`src/rtl/multicycle_controller_pkg.sv`:
```
// Shared encodings for the multicycle RV32 control path:
// opcodes, ALU/mux selects, FSM states and branch resolution.
package multicycle_controller_pkg;

  typedef enum logic [3:0] {
    S_FETCH,
    S_DECODE,
    S_MEMADR,
    S_MEMREAD,
    S_MEMWRITE,
    S_MEMWB,
    S_EXECR,
    S_EXECI,
    S_ALUWB,
    S_BRANCH,
    S_JALRADR,
    S_JAL,
    S_TRAP
  } state_t;

  localparam logic [6:0] OP_LOAD   = 7'b0000011;
  localparam logic [6:0] OP_STORE  = 7'b0100011;
  localparam logic [6:0] OP_R      = 7'b0110011;
  localparam logic [6:0] OP_IMM    = 7'b0010011;
  localparam logic [6:0] OP_LUI    = 7'b0110111;
  localparam logic [6:0] OP_BRANCH = 7'b1100011;
  localparam logic [6:0] OP_JAL    = 7'b1101111;
  localparam logic [6:0] OP_JALR   = 7'b1100111;

  localparam logic [2:0] ALU_ADD = 3'b000;
  localparam logic [2:0] ALU_SUB = 3'b001;
  localparam logic [2:0] ALU_AND = 3'b010;
  localparam logic [2:0] ALU_OR  = 3'b011;
  localparam logic [2:0] ALU_XOR = 3'b100;
  localparam logic [2:0] ALU_SLL = 3'b101;
  localparam logic [2:0] ALU_SRL = 3'b110;
  localparam logic [2:0] ALU_SLT = 3'b111;

  localparam logic [1:0] ALUOP_ADD   = 2'b00;
  localparam logic [1:0] ALUOP_SUB   = 2'b01;
  localparam logic [1:0] ALUOP_FUNCT = 2'b10;

  localparam logic [2:0] IMM_I = 3'b000;
  localparam logic [2:0] IMM_S = 3'b001;
  localparam logic [2:0] IMM_B = 3'b010;
  localparam logic [2:0] IMM_J = 3'b011;
  localparam logic [2:0] IMM_U = 3'b100;

  localparam logic [1:0] RES_ALUOUT = 2'b00;
  localparam logic [1:0] RES_DATA   = 2'b01;
  localparam logic [1:0] RES_ALURES = 2'b10;

  localparam logic [1:0] SRCA_PC    = 2'b00;
  localparam logic [1:0] SRCA_OLDPC = 2'b01;
  localparam logic [1:0] SRCA_RD1   = 2'b10;
  localparam logic [1:0] SRCA_ZERO  = 2'b11;

  localparam logic [1:0] SRCB_RD2  = 2'b00;
  localparam logic [1:0] SRCB_IMM  = 2'b01;
  localparam logic [1:0] SRCB_FOUR = 2'b10;

  // Returns {valid, taken}; flags come from rs1 - rs2.
  function automatic logic [1:0] branch_eval(
    input logic [2:0] funct3,
    input logic       zero,
    input logic       n,
    input logic       v
  );
    logic [1:0] r;
    r = 2'b00;
    case (funct3)
      3'b000:  r = {1'b1, zero};
      3'b001:  r = {1'b1, ~zero};
      3'b100:  r = {1'b1, n ^ v};
      3'b101:  r = {1'b1, ~(n ^ v)};
      default: r = 2'b00;
    endcase
    return r;
  endfunction

endpackage

```
`src/rtl/multicycle_controller_if.sv`:
```
// Controller <-> datapath bundle: decoded instruction
// fields and flags in, mux selects and enables out.
interface multicycle_controller_if;
  logic [6:0] op;
  logic [2:0] funct3;
  logic       funct7b5;
  logic       Zero;
  logic       N;
  logic       V;
  logic       MemReady;
  logic       PCWrite;
  logic       AdrSrc;
  logic       MemWrite;
  logic       IRWrite;
  logic       RegWrite;
  logic [1:0] ResultSrc;
  logic [1:0] ALUSrcA;
  logic [1:0] ALUSrcB;
  logic [2:0] ImmSrc;
  logic [2:0] ALUControl;
  logic       Illegal;

  modport master (
    input  op, funct3, funct7b5,
    input  Zero, N, V, MemReady,
    output PCWrite, AdrSrc, MemWrite,
    output IRWrite, RegWrite, ResultSrc,
    output ALUSrcA, ALUSrcB, ImmSrc,
    output ALUControl, Illegal
  );

  modport slave (
    output op, funct3, funct7b5,
    output Zero, N, V, MemReady,
    input  PCWrite, AdrSrc, MemWrite,
    input  IRWrite, RegWrite, ResultSrc,
    input  ALUSrcA, ALUSrcB, ImmSrc,
    input  ALUControl, Illegal
  );
endinterface

```
`src/rtl/multicycle_controller_alu_decoder.sv`:
```
// Maps ALUOp plus funct fields onto the alu operation,
// flagging R/I encodings this datapath cannot execute.
module alu_decoder
  import multicycle_controller_pkg::*;
(
  input  logic [1:0] alu_op,
  input  logic       op5,
  input  logic [2:0] funct3,
  input  logic       funct7b5,
  output logic [2:0] alu_control,
  output logic       illegal_funct
);

  always_comb begin
    alu_control   = ALU_ADD;
    illegal_funct = 1'b0;
    unique case (1'b1)
      (alu_op == ALUOP_SUB): alu_control = ALU_SUB;
      (alu_op == ALUOP_FUNCT): begin
        case (funct3)
          3'b000: alu_control = (op5 && funct7b5) ? ALU_SUB : ALU_ADD;
          3'b001: alu_control = ALU_SLL;
          3'b010: alu_control = ALU_SLT;
          3'b100: alu_control = ALU_XOR;
          // sra/srai have no alu support
          3'b101: begin
            alu_control   = ALU_SRL;
            illegal_funct = funct7b5;
          end
          3'b110: alu_control = ALU_OR;
          3'b111: alu_control = ALU_AND;
          default: begin
            alu_control   = ALU_ADD;
            illegal_funct = 1'b1;
          end
        endcase
      end
      default: alu_control = ALU_ADD;
    endcase
  end

endmodule

```
`src/rtl/multicycle_controller.sv`:
```
// Multicycle RV32 control FSM: sequences fetch, decode,
// execute, memory and writeback over 3-5 states.
module multicycle_controller
  import multicycle_controller_pkg::*;
#(
  parameter bit HALT_ON_ILLEGAL = 1'b1,
  parameter bit SUPPORT_LUI     = 1'b1
) (
  input  logic clk,
  input  logic reset,
  multicycle_controller_if.master bus
);

  state_t     state;
  state_t     cur;
  logic [1:0] alu_op;
  logic [2:0] alu_control;
  logic       illegal_funct;
  logic [1:0] br;
  logic       is_lui;

  logic       pc_w;
  logic       adr;
  logic       mem_w;
  logic       ir_w;
  logic       reg_w;
  logic [1:0] res;
  logic [1:0] src_a;
  logic [1:0] src_b;
  logic [2:0] imm;
  logic       ill;

  assign cur    = reset ? S_FETCH : state;
  assign br     = branch_eval(bus.funct3, bus.Zero, bus.N, bus.V);
  assign is_lui = (bus.op == OP_LUI);

  alu_decoder u_alu_dec (
    .alu_op        (alu_op),
    .op5           (bus.op[5]),
    .funct3        (bus.funct3),
    .funct7b5      (bus.funct7b5),
    .alu_control   (alu_control),
    .illegal_funct (illegal_funct)
  );

  always_ff @(posedge clk) begin
    if (reset) begin
      state <= S_FETCH;
    end else begin
      case (state)
        S_FETCH:
          if (bus.MemReady) state <= S_DECODE;
        S_DECODE:
          case (bus.op)
            OP_LOAD, OP_STORE: state <= S_MEMADR;
            OP_R:              state <= S_EXECR;
            OP_IMM:            state <= S_EXECI;
            OP_LUI:
              state <= SUPPORT_LUI ? S_EXECI : S_TRAP;
            OP_BRANCH:         state <= S_BRANCH;
            OP_JAL:            state <= S_JAL;
            OP_JALR:           state <= S_JALRADR;
            default:           state <= S_TRAP;
          endcase
        S_MEMADR:
          state <= bus.op[5] ? S_MEMWRITE : S_MEMREAD;
        S_MEMREAD:
          if (bus.MemReady) state <= S_MEMWB;
        S_MEMWRITE:
          if (bus.MemReady) state <= S_FETCH;
        S_MEMWB:
          state <= S_FETCH;
        S_EXECR, S_EXECI:
          state <= illegal_funct ? S_TRAP : S_ALUWB;
        S_ALUWB:
          state <= S_FETCH;
        S_BRANCH:
          state <= br[1] ? S_FETCH : S_TRAP;
        S_JALRADR:
          state <= S_JAL;
        S_JAL:
          state <= S_ALUWB;
        S_TRAP:
          state <= HALT_ON_ILLEGAL ? S_TRAP : S_FETCH;
        default:
          state <= S_FETCH;
      endcase
    end
  end

  always_comb begin
    pc_w   = 1'b0;
    adr    = 1'b0;
    mem_w  = 1'b0;
    ir_w   = 1'b0;
    reg_w  = 1'b0;
    res    = RES_ALUOUT;
    src_a  = SRCA_PC;
    src_b  = SRCB_RD2;
    imm    = IMM_I;
    alu_op = ALUOP_ADD;
    ill    = 1'b0;
    case (cur)
      S_FETCH: begin
        src_b = SRCB_FOUR;
        res   = RES_ALURES;
        pc_w  = bus.MemReady;
        ir_w  = bus.MemReady;
      end
      S_DECODE: begin
        src_a = SRCA_OLDPC;
        src_b = SRCB_IMM;
        imm   = IMM_B;
      end
      S_MEMADR: begin
        src_a = SRCA_RD1;
        src_b = SRCB_IMM;
        imm   = bus.op[5] ? IMM_S : IMM_I;
      end
      S_MEMREAD: adr = 1'b1;
      S_MEMWRITE: begin
        adr   = 1'b1;
        mem_w = 1'b1;
      end
      S_MEMWB: begin
        res   = RES_DATA;
        reg_w = 1'b1;
      end
      S_EXECR: begin
        src_a  = SRCA_RD1;
        alu_op = ALUOP_FUNCT;
      end
      // lui rides the I path as 0 + immU
      S_EXECI: begin
        src_a  = is_lui ? SRCA_ZERO : SRCA_RD1;
        src_b  = SRCB_IMM;
        imm    = is_lui ? IMM_U : IMM_I;
        alu_op = is_lui ? ALUOP_ADD : ALUOP_FUNCT;
      end
      S_ALUWB: reg_w = 1'b1;
      S_BRANCH: begin
        src_a  = SRCA_RD1;
        alu_op = ALUOP_SUB;
        pc_w   = br[1] & br[0];
      end
      S_JALRADR: begin
        src_a = SRCA_RD1;
        src_b = SRCB_IMM;
      end
      S_JAL: begin
        src_a = SRCA_OLDPC;
        src_b = SRCB_FOUR;
        pc_w  = 1'b1;
      end
      S_TRAP: ill = 1'b1;
      default: ;
    endcase
  end

  assign bus.PCWrite    = pc_w & ~reset;
  assign bus.IRWrite    = ir_w & ~reset;
  assign bus.MemWrite   = mem_w & ~reset;
  assign bus.RegWrite   = reg_w & ~reset;
  assign bus.Illegal    = ill & ~reset;
  assign bus.AdrSrc     = adr;
  assign bus.ResultSrc  = res;
  assign bus.ALUSrcA    = src_a;
  assign bus.ALUSrcB    = src_b;
  assign bus.ImmSrc     = imm;
  assign bus.ALUControl = alu_control;

endmodule

```
`src/flat_wrapper.sv`:
```
// flat-port wrapper written by rule: the top's interface ports become plain ports
module multicycle_controller_flat import multicycle_controller_pkg::*;
#(
  parameter bit HALT_ON_ILLEGAL = 1'b1,
  parameter bit SUPPORT_LUI     = 1'b1
)
  (clk, reset, bus_op, bus_funct3, bus_funct7b5, bus_Zero, bus_N, bus_V, bus_MemReady, bus_PCWrite, bus_AdrSrc, bus_MemWrite, bus_IRWrite, bus_RegWrite, bus_ResultSrc, bus_ALUSrcA, bus_ALUSrcB, bus_ImmSrc, bus_ALUControl, bus_Illegal);
  multicycle_controller_if bus_i ();
  input  logic clk;
  input  logic reset;
  input wire logic [$bits(bus_i.op)-1:0] bus_op;
  input wire logic [$bits(bus_i.funct3)-1:0] bus_funct3;
  input wire logic [$bits(bus_i.funct7b5)-1:0] bus_funct7b5;
  input wire logic [$bits(bus_i.Zero)-1:0] bus_Zero;
  input wire logic [$bits(bus_i.N)-1:0] bus_N;
  input wire logic [$bits(bus_i.V)-1:0] bus_V;
  input wire logic [$bits(bus_i.MemReady)-1:0] bus_MemReady;
  output wire logic [$bits(bus_i.PCWrite)-1:0] bus_PCWrite;
  output wire logic [$bits(bus_i.AdrSrc)-1:0] bus_AdrSrc;
  output wire logic [$bits(bus_i.MemWrite)-1:0] bus_MemWrite;
  output wire logic [$bits(bus_i.IRWrite)-1:0] bus_IRWrite;
  output wire logic [$bits(bus_i.RegWrite)-1:0] bus_RegWrite;
  output wire logic [$bits(bus_i.ResultSrc)-1:0] bus_ResultSrc;
  output wire logic [$bits(bus_i.ALUSrcA)-1:0] bus_ALUSrcA;
  output wire logic [$bits(bus_i.ALUSrcB)-1:0] bus_ALUSrcB;
  output wire logic [$bits(bus_i.ImmSrc)-1:0] bus_ImmSrc;
  output wire logic [$bits(bus_i.ALUControl)-1:0] bus_ALUControl;
  output wire logic [$bits(bus_i.Illegal)-1:0] bus_Illegal;
  assign bus_i.op = bus_op;
  assign bus_i.funct3 = bus_funct3;
  assign bus_i.funct7b5 = bus_funct7b5;
  assign bus_i.Zero = bus_Zero;
  assign bus_i.N = bus_N;
  assign bus_i.V = bus_V;
  assign bus_i.MemReady = bus_MemReady;
  assign bus_PCWrite = bus_i.PCWrite;
  assign bus_AdrSrc = bus_i.AdrSrc;
  assign bus_MemWrite = bus_i.MemWrite;
  assign bus_IRWrite = bus_i.IRWrite;
  assign bus_RegWrite = bus_i.RegWrite;
  assign bus_ResultSrc = bus_i.ResultSrc;
  assign bus_ALUSrcA = bus_i.ALUSrcA;
  assign bus_ALUSrcB = bus_i.ALUSrcB;
  assign bus_ImmSrc = bus_i.ImmSrc;
  assign bus_ALUControl = bus_i.ALUControl;
  assign bus_Illegal = bus_i.Illegal;
  multicycle_controller #(.HALT_ON_ILLEGAL(HALT_ON_ILLEGAL), .SUPPORT_LUI(SUPPORT_LUI)) u_core (.clk(clk), .reset(reset), .bus(bus_i));
endmodule
```
`config.mk`:
```
export PLATFORM = sky130hd
export DESIGN_NAME = multicycle_controller_flat
export DESIGN_NICKNAME = d
export VERILOG_FILES = /design/src/rtl/multicycle_controller_pkg.sv /design/src/rtl/multicycle_controller_if.sv /design/src/rtl/multicycle_controller_alu_decoder.sv /design/src/rtl/multicycle_controller.sv /design/src/flat_wrapper.sv
export SDC_FILE = /design/constraint.sdc
export NUM_CORES = 1
export LEC_CHECK = 0
export ABC_CLOCK_PERIOD_IN_PS = 3700
export CAP_MARGIN = 15
export CORE_ASPECT_RATIO = 1.25
export CORE_UTILIZATION = 45
export CTS_CLUSTER_DIAMETER = 120
export DETAILED_ROUTE_END_ITERATION = 16
export PLACE_DENSITY = 0.84
export REMOVE_ABC_BUFFERS = 1
export SETUP_SLACK_MARGIN = 0.15
export SLEW_MARGIN = 25
export SYNTH_ARGS = -nofsm -noshare
export SYNTH_HDL_FRONTEND = slang
export SYNTH_HIERARCHICAL = 1
export SYNTH_SLANG_ARGS = --single-unit
```
`constraint.sdc`:
```
create_clock -name clk -period 3.7 [get_ports clk]
set_input_delay 0.37 -clock clk [delete_from_list [all_inputs] [get_ports clk]]
set_output_delay 0.37 -clock clk [all_outputs]
set_load 0.1 [all_outputs]
```
Word level (Yosys, flattened, before mapping)
Cells that the tools add are included.
{"block": "classes", "n_bitwise": 10, "n_reduce_logical": 15, "multipliers": 0, "addsub": 0, "order_cmp": 0, "n_shift": 0, "div": 0, "muxes": 30, "n_eq_ne": 41}
{"cell": "4-bit case mux with 10 select lines", "n": 1}
{"cell": "4-bit == test (second input constant)", "n": 9}
{"cell": "4-bit by 3-bit == test with 1-bit output (second input constant)", "n": 7}
{"cell": "4-bit case mux with 6 select lines", "n": 1}
{"cell": "7-bit by 6-bit == test with 1-bit output (second input constant)", "n": 3}
{"cell": "7-bit == test (second input constant)", "n": 3}
{"cell": "3-bit case mux with 7 select lines", "n": 1}
{"cell": "4-bit 2-to-1 mux", "n": 5}
{"cell": "4-bit by 2-bit == test with 1-bit output (second input constant)", "n": 4}
{"cell": "2-bit OR reduction", "n": 7}
{"cell": "3-bit == test (second input constant)", "n": 4}
{"cell": "2-bit case mux with 3 select lines", "n": 2}
{"cell": "1-bit 2-to-1 mux", "n": 9}
{"cell": "3-bit 2-to-1 mux", "n": 3}
{"cell": "3-bit case mux with 3 select lines", "n": 1}
{"cell": "4-bit by 1-bit == test with 1-bit output (second input constant)", "n": 2}
{"cell": "4-bit logical NOT", "n": 2}
{"cell": "2-bit case mux with 2 select lines", "n": 2}
{"cell": "2-bit case mux with 4 select lines", "n": 1}
{"cell": "4-bit OR reduction", "n": 2}
{"cell": "7-bit by 2-bit == test with 1-bit output (second input constant)", "n": 1}
{"cell": "7-bit by 5-bit == test with 1-bit output (second input constant)", "n": 1}
{"cell": "1-bit AND", "n": 6}
{"cell": "2-bit != test (second input constant)", "n": 3}
{"cell": "14 further kinds", "n": 16}
{"block": "word_totals", "romBits": 0, "memories": 0, "elab_cells": 97, "ff_bits": 4, "ram_bits": 0, "latchBits": 0}

Longest topological paths before layout
{"block": "logic_depth", "word_depth": 7, "ltp_mapped": 11}

By module
Netlist, hierarchy kept.
{"module": "multicycle_controller", "instances": 1, "cells_each": 110, "area_each_um2": 695.7}
{"module": "alu_decoder", "instances": 1, "cells_each": 17, "area_each_um2": 118.9}

Worst setup path after synthesis
OpenSTA, ideal clock, no wires.
{"block": "synth_path", "kind": "input to output", "from": "input port bus_op[6]", "to": "output port bus_ALUControl[1]", "cell_stages": 6, "path_buffers": 0, "path_slack_ps": -385, "arrival_time_ps": 3715, "path_cell_list": "and4bb_4 and3_4 and2_1 a211oi_1 ha_1 nor3b_1"}
{"block": "synth_via", "elab_chain_len": 5, "elab_cells_between_ends": 6}
{"element": "start, declared", "line_no": "flat_wrapper.sv:11", "text": "input wire logic [$bits(bus_i.op)-1:0] bus_op;"}
{"element": "7-bit by 6-bit == test with 1-bit output (*)", "line_no": "multicycle_controller.sv:35", "text": "assign is_lui = (bus.op == OP_LUI);"}
{"element": "2-bit 2-to-1 mux (*)", "line_no": "multicycle_controller.sv:138", "text": "alu_op = is_lui ? ALUOP_ADD : ALUOP_FUNCT;"}
{"element": "2-bit case mux with 3 select lines (*)", "line_no": "multicycle_controller.sv:103", "text": "case (cur)"}
{"element": "via u_core.alu_op[1]", "line_no": "multicycle_controller.sv:16", "text": "logic [1:0] alu_op;"}
{"element": "2-bit == test or 2-bit by 1-bit == test with 1-bit output (tied branches)", "line_no": "multicycle_controller_alu_decoder.sv:19, multicycle_controller_alu_decoder.sv:18"}
{"element": "3-bit case mux with 2 select lines (*)", "line_no": "multicycle_controller_alu_decoder.sv:17", "text": "unique case (1'b1)"}
{"element": "end, declared", "line_no": "flat_wrapper.sv:27", "text": "output wire logic [$bits(bus_i.ALUControl)-1:0] bus_ALUControl;"}
The timed path passes the listed nets; every way through them passes the cells marked *.

Worst setup path in the final report
{"block": "layout_path", "from": "input port bus_op[3]", "to": "output port bus_ALUControl[0]"}
Same word-level chain as after synthesis.

==> summary by stage <==
Timing
The transition time of the tightest slew-check pin is 0.7171 ns. The highest attainable clock frequency is 293.0 MHz. In this run the tightest slew margin relative to its limit is 0.5210. The worst hold margin is 0.7407 ns. Setup violations remaining at the end of the flow were counted as 0. The final-report hold violation count is 0.

The time the worst path needs with I/O delays and setup is 3.413 ns. For the final database, setup skew stands at 0.001338 ns. Setup repair after global routing left no endpoint under its margin. The share of the cycle needed by the critical path after routing is 0.9224.

The number of max-slew violations in the final report is 0.

Setup path
Of all nets on the critical path, the largest fanout is 5. The critical path is of the input port to primary output type. The type of element capturing the critical path is a primary output.

The startpoint of the most critical register-to-register path is u_core/state[3]$_SDFFE_PP0P_. Data on the critical path arrives at its endpoint at 3.04 ns. The sort of element at the start of the critical path is an input port.

The critical path starts at bus_op[3]. STA puts the critical path data required time at 3.33 ns.

Power
IR analysis of the VDD net gives a maximum drop of 142.1 uV. The analysis attributes to cell leakage a power of 0.4850 nW. For this design the ratio of total power to cell area is 308.3 nW/um^2.

Synth
After technology mapping, the gate count stands at 127. Sorting the synthesized cells by area gives the leading types as sky130_fd_sc_hd__dfxtp_1, sky130_fd_sc_hd__a21oi_1, sky130_fd_sc_hd__nor2_1, sky130_fd_sc_hd__nand2_1, sky130_fd_sc_hd__nand2b_1. The number of enable-type register cells in the synthesized netlist is 0. The share of synthesized area in the top cell type comes to 0.09831. After synthesis, the mean cell area works out to 6.414 um^2. For this run, asynchronously set or reset flops after synthesis account for 0.

The post-synth design cell area is 814.5 um^2. The netlist uses 43 different library cells. The number of warnings printed during yosys synthesis is 6. The most frequently used flop master after synthesis is sky130_fd_sc_hd__dfxtp_1. The share of the Yosys chip area taken by registers is 0.09831. The cell taking the most area after synthesis is sky130_fd_sc_hd__dfxtp_1.

In this run, synthesis produced a sequential element count of 4.

Clock network
In this run the number of H-tree levels came out at 1. Once the clock tree was built, the resizer swapped 0 gates to a different size. The tree is rooted in a sky130_fd_sc_hd__clkbuf_4. The clock passes through at most 2 buffers. TritonCTS built the clock tree.

The clock reaches the later pin of the worst-skew pair after 0.23 ns. The post-CTS clock slew at the launch and capture registers of the worst setup and hold paths is 0.04 ns. Once the clock tree was built, the setup fixing pass inserted 0 buffers. The number of sinks on the clock net is 4. The number of hold-repair buffers added at the cts stage is 0. The number of buffers created by CTS is 3.

Cells and area
The register with the most flip-flops is u_core/state. The layout has 138 filler cells. Measured on the finished design, the core utilization comes to 0.7284. The number of antenna repair diodes is 0. The multi-input combinational cells in the finished layout cover a total of 685.7 um^2.

The area growth from synthesis to layout is 45.01%. The layout net count is 180. The total non-filler cell area in the finished layout is 1181 um^2. Excluding fillers, the count of instances in the completed layout stands at 177.

The largest registers in the layout are u_core/state (4). The register with the most flip-flops in the layout has 4 of them. Of the cells placed in the final design, the portion with a size suffix greater than 1 is 0.2013. The area of all sequential standard cells is 80.08 um^2.

Drt
In the routed design, unresolved DRC markers number 0. Once detail routing completed, the nets flagged for antenna violations numbered 0. The routed layout has 1042 vias.

The first routing iteration left 30 violations. The number of vias per cell is 5.887. The iteration count of the initial detailed-routing pass is 4. The average wire per standard cell is 13.36 um.

Wires add up to 2.365 mm.

Die
For this configuration, the core starts out at a cell density of 0.5023. The die footprint is 1985 um^2. 35 I/O pins were placed. In this run the standard cell core region covers 1622 um^2. In this run the vertical extent of the chip is 49.57 um.

The width of the die is 40.06 um. The floorplan has 16 rows.

Global routing
The number of antenna violations at the first check in global routing was 0. The global-route wire length before repair is 3.870 mm. The via count of the first global-routing pass is 919.

For this run the aggregate overflow at the end of global routing stands at 0. The maximum number of pins on one net before global-route repair is 21. In the global route stage, overall resource usage came out at 0.2563.

Placement
The post-DP HPWL is 1.812 mm. The congestion estimate from routability-driven global placement came to 0.8358. The number of port buffers is 34.

The placed instance count is 174. The placed standard-cell area is 1159 um^2.

Min path
The min-delay analysis places its worst path in the category flop to flop. In this run the most critical hold path is launched from u_core/state[2]$_SDFFE_PP0P_.

Flow run
Across the run, the number of max-cap violations was 0.

Status
The run finished with clean final reports.
## per-stage QoR
step	worst slack, ns	TNS [ns]	power, mW
after global routing	0.1754	0	0.3863
after detailed placement	0.3118	0	0.3101
after global placement	0.4074	0	0.3076
after floorplan	-0.3853	-0.7825	0.2403
after CTS	0.2998	0	0.3646
final	0.2871	0	0.3641
## final timing paths
check        slack [ns]  cells after the start                      endpoint
max reg2reg        1.40                     10  u_core/state[2]$_SDFFE_PP0P_
max                0.29                      9             bus_ALUControl[0]
min                0.74                      3  u_core/state[2]$_SDFFE_PP0P_
min reg2reg        0.74                      3  u_core/state[2]$_SDFFE_PP0P_
## power by group
group	switching [mW]	internal (mW)
logic	0.170	0.0777
registers	0.0153	0.0484
clock network	0.0167	0.0362
## kinds of logic (layout without fill, tap and decap cells)
group | count (synthesis) | after routing | share of synthesized area
and+or+nand+nor | 70 | 70 | 0.4793
AOI/OAI and AO/OA | 36 | 36 | 0.2980
buffers and inverters | 12 | 44 | 0.05990
DFF | 4 | 4 | 0.09831
adders and majority gates | 2 | 2 | 0.03072
xor gates and xnor gates | 2 | 2 | 0.02151
muxes | 1 | 1 | 0.01229
## synthesized netlist by cell type (all sizes together) (2+ instances only)
library cell,n
a21o,3
a21oi,14
a31oi,2
a32oi,2
and2,2
and3,5
buf,3
clkbuf,5
dfxtp,4
ha,2
inv,4
nand2,15
nand2b,7
nor2,16
nor2b,3
nor3,8
nor3b,4
o21ai,4
o31ai,2
xnor2,2
## layout by cell type (no fill, tap or decap), types with 2 or more instances in the layout
cell type,n
sky130_fd_sc_hd__a21o_1,3
sky130_fd_sc_hd__o21ai_1,2
sky130_fd_sc_hd__nand2b_1,7
sky130_fd_sc_hd__and3_1,3
sky130_fd_sc_hd__o31ai_1,2
sky130_fd_sc_hd__buf_12,3
sky130_fd_sc_hd__nor3_1,8
sky130_fd_sc_hd__buf_4,18
sky130_fd_sc_hd__a31oi_1,2
sky130_fd_sc_hd__o21ai_0,2
sky130_fd_sc_hd__and2_1,2
sky130_fd_sc_hd__nor2b_1,3
sky130_fd_sc_hd__inv_1,4
sky130_fd_sc_hd__nor2_1,16
sky130_fd_sc_hd__nand2_1,15
sky130_fd_sc_hd__clkdlybuf4s50_1,16
sky130_fd_sc_hd__clkbuf_4,3
sky130_fd_sc_hd__ha_1,2
sky130_fd_sc_hd__xnor2_1,2
sky130_fd_sc_hd__a32oi_1,2
sky130_fd_sc_hd__dfxtp_1,4
sky130_fd_sc_hd__a21oi_1,14
sky130_fd_sc_hd__nor3b_1,4
## worst max-delay path, stage by stage
cell	delay, ns
sky130_fd_sc_hd__clkdlybuf4s50_1	0.55
sky130_fd_sc_hd__and4bb_4	0.24
sky130_fd_sc_hd__and3_4	0.18
sky130_fd_sc_hd__and2_1	0.18
sky130_fd_sc_hd__a211oi_1	0.34
sky130_fd_sc_hd__ha_1	0.28
sky130_fd_sc_hd__or4b_1	0.46
sky130_fd_sc_hd__a21oi_1	0.24
sky130_fd_sc_hd__buf_12	0.21
## cell type report
cell class,count,area share
multi-input combinational,111,0.5805
timing repair buffer,37,0.3008
sequential,4,0.06780
clock buffer,3,0.01907
tap,18,0.01907
inverter,4,0.01271
## metal layers
layer	share of wire	track usage
met1	0.44	0.3361
met2	0.49	0.4543
met3	0.068	0.01351
met4	0.0025	0.01724
met5	0	0
(Power assumes the default switching activity.)
